**config.mk**
```make
export PLATFORM = sky130hd
export DESIGN_NAME = instruction_sequencer
export DESIGN_NICKNAME = d
export VERILOG_FILES = /design/src/rtl/instruction_sequencer_pkg.sv /design/src/rtl/instruction_sequencer_branch_condition_unit.sv /design/src/rtl/instruction_sequencer.sv
export SDC_FILE = /design/constraint.sdc
export NUM_CORES = 1
export LEC_CHECK = 0
export CORE_MARGIN = 1
export CORE_UTILIZATION = 44
export CTS_BUF_LIST = sky130_fd_sc_hd__clkbuf_4 sky130_fd_sc_hd__clkbuf_8 sky130_fd_sc_hd__clkbuf_16
export CTS_CLUSTER_SIZE = 10
export DETAILED_ROUTE_END_ITERATION = 10
export GPL_TIMING_DRIVEN = 0
export PLACE_DENSITY = 0.91
export SYNTH_ARGS = -nofsm -noshare
export SYNTH_HDL_FRONTEND = slang
export SYNTH_SLANG_ARGS = --single-unit
```
**constraint.sdc**
```tcl
create_clock -name clock -period 2.2 [get_ports clock]
set_input_delay 0.33 -clock clock [delete_from_list [all_inputs] [get_ports clock]]
set_output_delay 0.33 -clock clock [all_outputs]
set_load 0.02 [all_outputs]
```
**src/rtl/instruction_sequencer_pkg.sv**
```systemverilog
// Shared CPU definitions: command and condition codes, argument type bits,
// register and attention-flag indices, instruction field positions and the
// sequencer FSM state encoding.
package instruction_sequencer_pkg;

  // Command codes carried in bits [31:29]; the all-zero word is a NOP.
  localparam logic [2:0] CMD_NOP = 3'd0;
  localparam logic [2:0] CMD_MOV = 3'd1;
  localparam logic [2:0] CMD_ACC = 3'd2;
  localparam logic [2:0] CMD_JMP = 3'd3;
  localparam logic [2:0] CMD_ATC = 3'd4;

  // Jump condition codes carried in the op field.
  localparam logic [2:0] COND_UNC = 3'd0;
  localparam logic [2:0] COND_EQ  = 3'd1;
  localparam logic [2:0] COND_SLE = 3'd2;

  // Argument type selector: register read or immediate number.
  localparam logic ARG_REG = 1'b0;
  localparam logic ARG_NUM = 1'b1;

  // Attention flag index for the push button.
  localparam logic [2:0] ATC_PUSH = 3'd2;

  // Register addresses used in argument fields.
  localparam logic [7:0] REG_STACK0 = 8'h01;
  localparam logic [7:0] REG_DINP   = 8'h05;
  localparam logic [7:0] REG_SIZE   = 8'h06;

  // Instruction field bit positions.
  localparam int CMD_MSB       = 31;
  localparam int CMD_LSB       = 29;
  localparam int OP_MSB        = 28;
  localparam int OP_LSB        = 26;
  localparam int ARG1_TYPE_BIT = 25;
  localparam int ARG1_MSB      = 24;
  localparam int ARG1_LSB      = 17;
  localparam int ARG2_TYPE_BIT = 16;
  localparam int ARG2_MSB      = 15;
  localparam int ARG2_LSB      = 8;
  localparam int ADDR_MSB      = 7;
  localparam int ADDR_LSB      = 0;

  // Sequencer FSM states.
  typedef enum logic {
    S_FETCH = 1'b0,
    S_EXEC  = 1'b1
  } seq_state_e;

endpackage

```
**src/rtl/instruction_sequencer_branch_condition_unit.sv**
```systemverilog
// Combinational jump condition evaluator: (cond, a, b) -> taken.
// SLE compares a and b as 8-bit two's complement values; unknown
// condition codes are never taken.
module branch_condition_unit
  import instruction_sequencer_pkg::*;
(
  input  logic [2:0] cond,
  input  logic [7:0] a,
  input  logic [7:0] b,
  output logic       taken
);

  // Decode the condition code into a taken/not-taken decision.
  always_comb begin
    taken = 1'b0;
    case (cond)
      COND_UNC: taken = 1'b1;
      COND_EQ:  taken = (a == b);
      COND_SLE: taken = ($signed(a) <= $signed(b));
      default:  taken = 1'b0;
    endcase
  end

endmodule

```
**src/rtl/instruction_sequencer.sv**
```systemverilog
// Two-state (FETCH/EXEC) instruction sequencer. Owns the PC, latches the
// ROM word into the IR during FETCH and, during EXEC, either strobes the
// datapath (MOV/ACC) or resolves JMP/ATC control flow locally.
// Optional build macro SEQ_SINGLE_STEP_EN adds step_req/step_wait: FETCH
// then stalls until step_req is sampled high.
// Handshake: exec_valid is a one-cycle strobe with no back-pressure; the
// exec_* fields are meaningful only while exec_valid is high and otherwise
// keep the last latched IR contents. atc_clear is a one-cycle one-hot pulse.
module instruction_sequencer
  import instruction_sequencer_pkg::*;
#(
  parameter int                  PC_WIDTH = 8,
  parameter logic [PC_WIDTH-1:0] RESET_PC = '0
) (
  input  logic                clock,
  input  logic                reset_n,
  output logic [PC_WIDTH-1:0] address,
  input  logic [31:0]         instruction,
  input  logic [7:0]          arg1_value,
  input  logic [7:0]          arg2_value,
  input  logic [7:0]          atc_flags,
  output logic [7:0]          atc_clear,
  output logic                exec_valid,
  output logic [2:0]          exec_cmd,
  output logic [2:0]          exec_op,
  output logic                exec_arg1_type,
  output logic [7:0]          exec_arg1,
  output logic                exec_arg2_type,
  output logic [7:0]          exec_arg2,
`ifdef SEQ_SINGLE_STEP_EN
  input  logic                step_req,
  output logic                step_wait,
`endif
  output seq_state_e          state_dbg
);

  seq_state_e          state_q, state_d;
  logic [PC_WIDTH-1:0] pc_q, pc_d;
  logic [31:0]         ir_q, ir_d;
  logic                advance;
  logic                jmp_taken;
  logic [2:0]          ir_cmd;
  logic [2:0]          ir_op;
  logic [PC_WIDTH-1:0] ir_addr;
  logic [PC_WIDTH-1:0] pc_inc;

  assign ir_cmd  = ir_q[CMD_MSB:CMD_LSB];
  assign ir_op   = ir_q[OP_MSB:OP_LSB];
  assign ir_addr = PC_WIDTH'(ir_q[ADDR_MSB:ADDR_LSB]);
  assign pc_inc  = pc_q + PC_WIDTH'(1);

`ifdef SEQ_SINGLE_STEP_EN
  assign advance   = step_req;
  assign step_wait = (state_q == S_FETCH);
`else
  assign advance   = 1'b1;
`endif

  assign address        = pc_q;
  assign state_dbg      = state_q;
  assign exec_cmd       = ir_cmd;
  assign exec_op        = ir_op;
  assign exec_arg1_type = ir_q[ARG1_TYPE_BIT];
  assign exec_arg1      = ir_q[ARG1_MSB:ARG1_LSB];
  assign exec_arg2_type = ir_q[ARG2_TYPE_BIT];
  assign exec_arg2      = ir_q[ARG2_MSB:ARG2_LSB];

  branch_condition_unit u_branch (
    .cond  (ir_op),
    .a     (arg1_value),
    .b     (arg2_value),
    .taken (jmp_taken)
  );

  // State, PC and IR registers; reset discards any in-flight instruction.
  always_ff @(posedge clock or negedge reset_n) begin
    if (!reset_n) begin
      state_q <= S_FETCH;
      pc_q    <= RESET_PC;
      ir_q    <= '0;
    end else begin
      state_q <= state_d;
      pc_q    <= pc_d;
      ir_q    <= ir_d;
    end
  end

  // Next-state, next-PC and strobe decode.
  always_comb begin
    state_d    = state_q;
    pc_d       = pc_q;
    ir_d       = ir_q;
    exec_valid = 1'b0;
    atc_clear  = '0;
    case (state_q)
      S_FETCH: begin
        if (advance) begin
          ir_d    = instruction;
          state_d = S_EXEC;
        end
      end
      S_EXEC: begin
        state_d = S_FETCH;
        pc_d    = pc_inc;
        case (ir_cmd)
          CMD_MOV, CMD_ACC: exec_valid = 1'b1;
          CMD_JMP: begin
            if (jmp_taken) pc_d = ir_addr;
          end
          CMD_ATC: begin
            if (atc_flags[ir_op]) begin
              pc_d      = ir_addr;
              atc_clear = 8'b1 << ir_op;
            end
          end
          default: ;
        endcase
      end
      default: state_d = S_FETCH;
    endcase
  end

endmodule

```
==> summary.md <==
| Metric | Value |
|---|---|
| Status | `finished clean` |
| Core area | `around 0.0056 mm²` |
| Avg Inst Size Synth | `around 11 µm²` |
| WL per Instance | `14.98 µm` |
| Final setup margin | `0.08900 ns` |
| Post-route ant nets | `0` |
| Largest net degree at the start of global routing | `26` |
| Most used DFF post-synth | `dfrtp_1` |
| Slew of the pin with the lowest slew margin | `0.5930 ns` |
| Syn Nets | `309` |
| Via density | `around 5.3` |
| Synth Cell Area | `0.002580 mm²` |
| First-pass GRT wire length | `10710 µm` |
| Die Y | `~80 µm` |
| Clock buffer depth | `2` |
| DRC | `0` |
| Register bit total from synthesis | `41` |
| Clk slew on worst S/H paths | `0.08 ns` |
| Leakage | `1.692 nW` |
| Die W | `78.58 µm` |
| PD cells | `between 600 and 700 mW/mm²` |
| Iter 0 DRT Violations | `102` |
| Worst skew pair latency | `approximately 0.30 ns` |
| N_diodes | `0` |
| Row cnt | `27` |
| Slew Limit Fails | `0` |
| Starting Density | `46.29%` |
| Placer's final routability congestion estimate | `0.8045` |
| Crit path kind | `reg2out` |
| Worst min-delay path category | `in2async` |
| Final setup skew | `0.008087 ns` |
| Commonest non-fill, non-tap cells in the layout | `clkdlybuf4s50_1 (73), dfrtp_1 (39), mux2_2 (31)` |
| Cell count after placement | `about 410` |
| Seq/Total Area, Yosys | `39.77%` |
| RSZ-0062 raised after global routing | `no` |
| Maximum capacitance violations | `0` |
| Detail Placement HPWL | `4841 µm` |
| Post-route insts no fill | `429` |
| Rel. slew slack | `about three fifths` |
| Via count | `2256` |
| Nets@finish | `423` |
| Layout area overhead | `52.38%` |
| CP startpoint kind | `flip-flop` |
| Layout cells sized above 1 | `roughly a third` |
| CTS Root Buffer Type | `clkbuf_8` |
| Crit. End Element | `output port` |
| All-Layer GR Usage | `22.42%` |
| Cell count after synthesis | `~240` |
| Num ports | `100` |
| Min Tclk post-route | `around 2.1 ns` |
| Crit share post-route | `a little over nine tenths` |
| Die area | `just over 0.006 mm²` |
| Vias in the first global route | `2292` |
| Worst Path Required | `1.87 ns` |
| Max VDD drop | `roughly 420 µV` |
| Netlist cell types | `53` |
| CTS tree | `done` |
| Finish-stage setup viols | `0` |
| Final wirelength | `roughly 6400 µm` |
| Share of flip-flops with an asynchronous set or reset | `100.0%` |
| Router iterations before antenna repair | `4` |
| Clk sinks | `41` |
| GRT overflow | `0` |
| Placement Setup Slack | `-0.6126 ns` |
| CTS buffer count | `5` |
| Post-synth EDFFs | `0` |
| Fin. Hold Viols | `0` |
| Initial antenna violation count | `0` |
| Maximum clock rate | `0.4737 GHz` |
| IO buf count | `99` |
| H-tree Lvls | `2` |
| Yosys warns | `0` |
| CP max FO | `10` |
| Crit path arrival time | `1.78 ns` |
| Leading cell type in the layout, fill and taps excluded | `clkdlybuf4s50_1` |
==> synthesized netlist by cell type (all sizes together) (2+ instances only) <==
library cell  count  area (µm²)
o21ai            15       86.33
o311ai            3       43.80
nor4              2       12.51
nand3             3       15.01
nand2b            3       18.77
ha                9       112.6
a2111oi           2       42.54
nor3              6       41.29
mux2i             6       60.06
buf              27       203.9
mux4              2       45.04
clkbuf            5       18.77
nand4             2       18.77
xor2              3       26.28
nor4b             2       17.52
o211ai            4       30.03
inv              13       48.80
nand2            17       63.81
dfrtp            41        1026
nor2             17       63.81
and3              6       42.54
mux2             33       371.6
a21o              2       15.01
==> final cells by class <==
cell class | instances | area [µm²]
clock inverters | 1 | 8.758
fillers | 444 | 1643
repair buffers | 108 | 1030
flip-flops and latches | 41 | 1028
inverters | 14 | 53.80
clock buffers | 7 | 96.34
multi-input cells | 155 | 1405
plain buffers | 31 | 219.0
well taps | 72 | 90.09
==> repair_timing <==
| action | CTS | global route |
|---|---|---|
| gates resized for setup | 46 | 15 |
| endpoints found under the setup margin | 15 | 9 |
| buffers inserted | 7 | 0 |
| hold endpoints to repair | 16 | 0 |
| hold buffers | 1 | 0 |
| pin swaps | 14 | 1 |
==> worst max-delay path, cell delays in order, from the launching register on <==
cell             delay (ns)
dfrtp_1                0.36
buf_6                  0.14
mux4_2                 0.54
nand2_2                0.11
nor3_1                 0.04
clkdlybuf4s15_1        0.28
==> state kept, by name, summed over array words and instances, names as in the netlist <==
| name | count |
|---|---|
| address | 8 |
| ir_q | 32 |
| state_dbg | 1 |
==> worst paths after layout <==
check / from / end / slack [ns] / cells past startpoint
hold reg to reg: ir_q[22] / ir_q[22] / 0.51 / 1
setup reg to reg: ir_q[30] / address[7] / 0.14 / 6
min in group clock: ir_q[22] / ir_q[22] / 0.51 / 1
max in group asynchronous: reset_n / ir_q[31] / 1.22 / 3
hold / removal: reset_n / address[0] / 0.49 / 2
setup / recovery: ir_q[26] / atc_clear[0] / 0.09 / 5
==> where the power goes <==
group	leakage [nW]	total, mW	internal, mW	switching, mW
registers	0.469	0.958	0.836	0.122
logic	1.17	0.858	0.476	0.383
clock network	0.0549	0.561	0.290	0.272
total	1.69	2.38	1.60	0.776
==> cell families after synthesis <==
group | Yosys count | share of synthesized area, %
buffers and inverters | 46 | 10.67
flip-flops | 41 | 39.77
multiplexers | 41 | 18.48
adder cells (fa/ha/maj) | 9 | 4.365
AO/OA/AOI/OAI | 36 | 11.98
XOR/XNOR | 4 | 1.358
AND/OR/NAND/NOR | 65 | 13.39
==> metrics by stage <==
stage	util, %	total power, mW	TNS (ns)	instance area, µm²	hold slack [ns]
2_1_floorplan	-	1.437	0	2584	0.03441
3_3_place_gp	65.75	1.758	-14.56	3665	0.4885
3_5_place_dp	66.02	1.795	-4.008	3680	0.2878
4_1_cts	70.39	2.390	0	3924	0.5003
5_1_grt	70.53	2.515	0	3931	0.5144
6_report	70.53	2.378	0	3931	0.4932
==> routing by layer <==
layer	track usage, %	routed length [µm]	vias to the layer above
li1	-	-	1073
met1	25.33	2519	1105
met2	40.87	3389	71
met3	6.395	447	7
met4	5.926	70	0
met5	0	0	-
No activity file was read; power rests on OpenSTA's default activity.
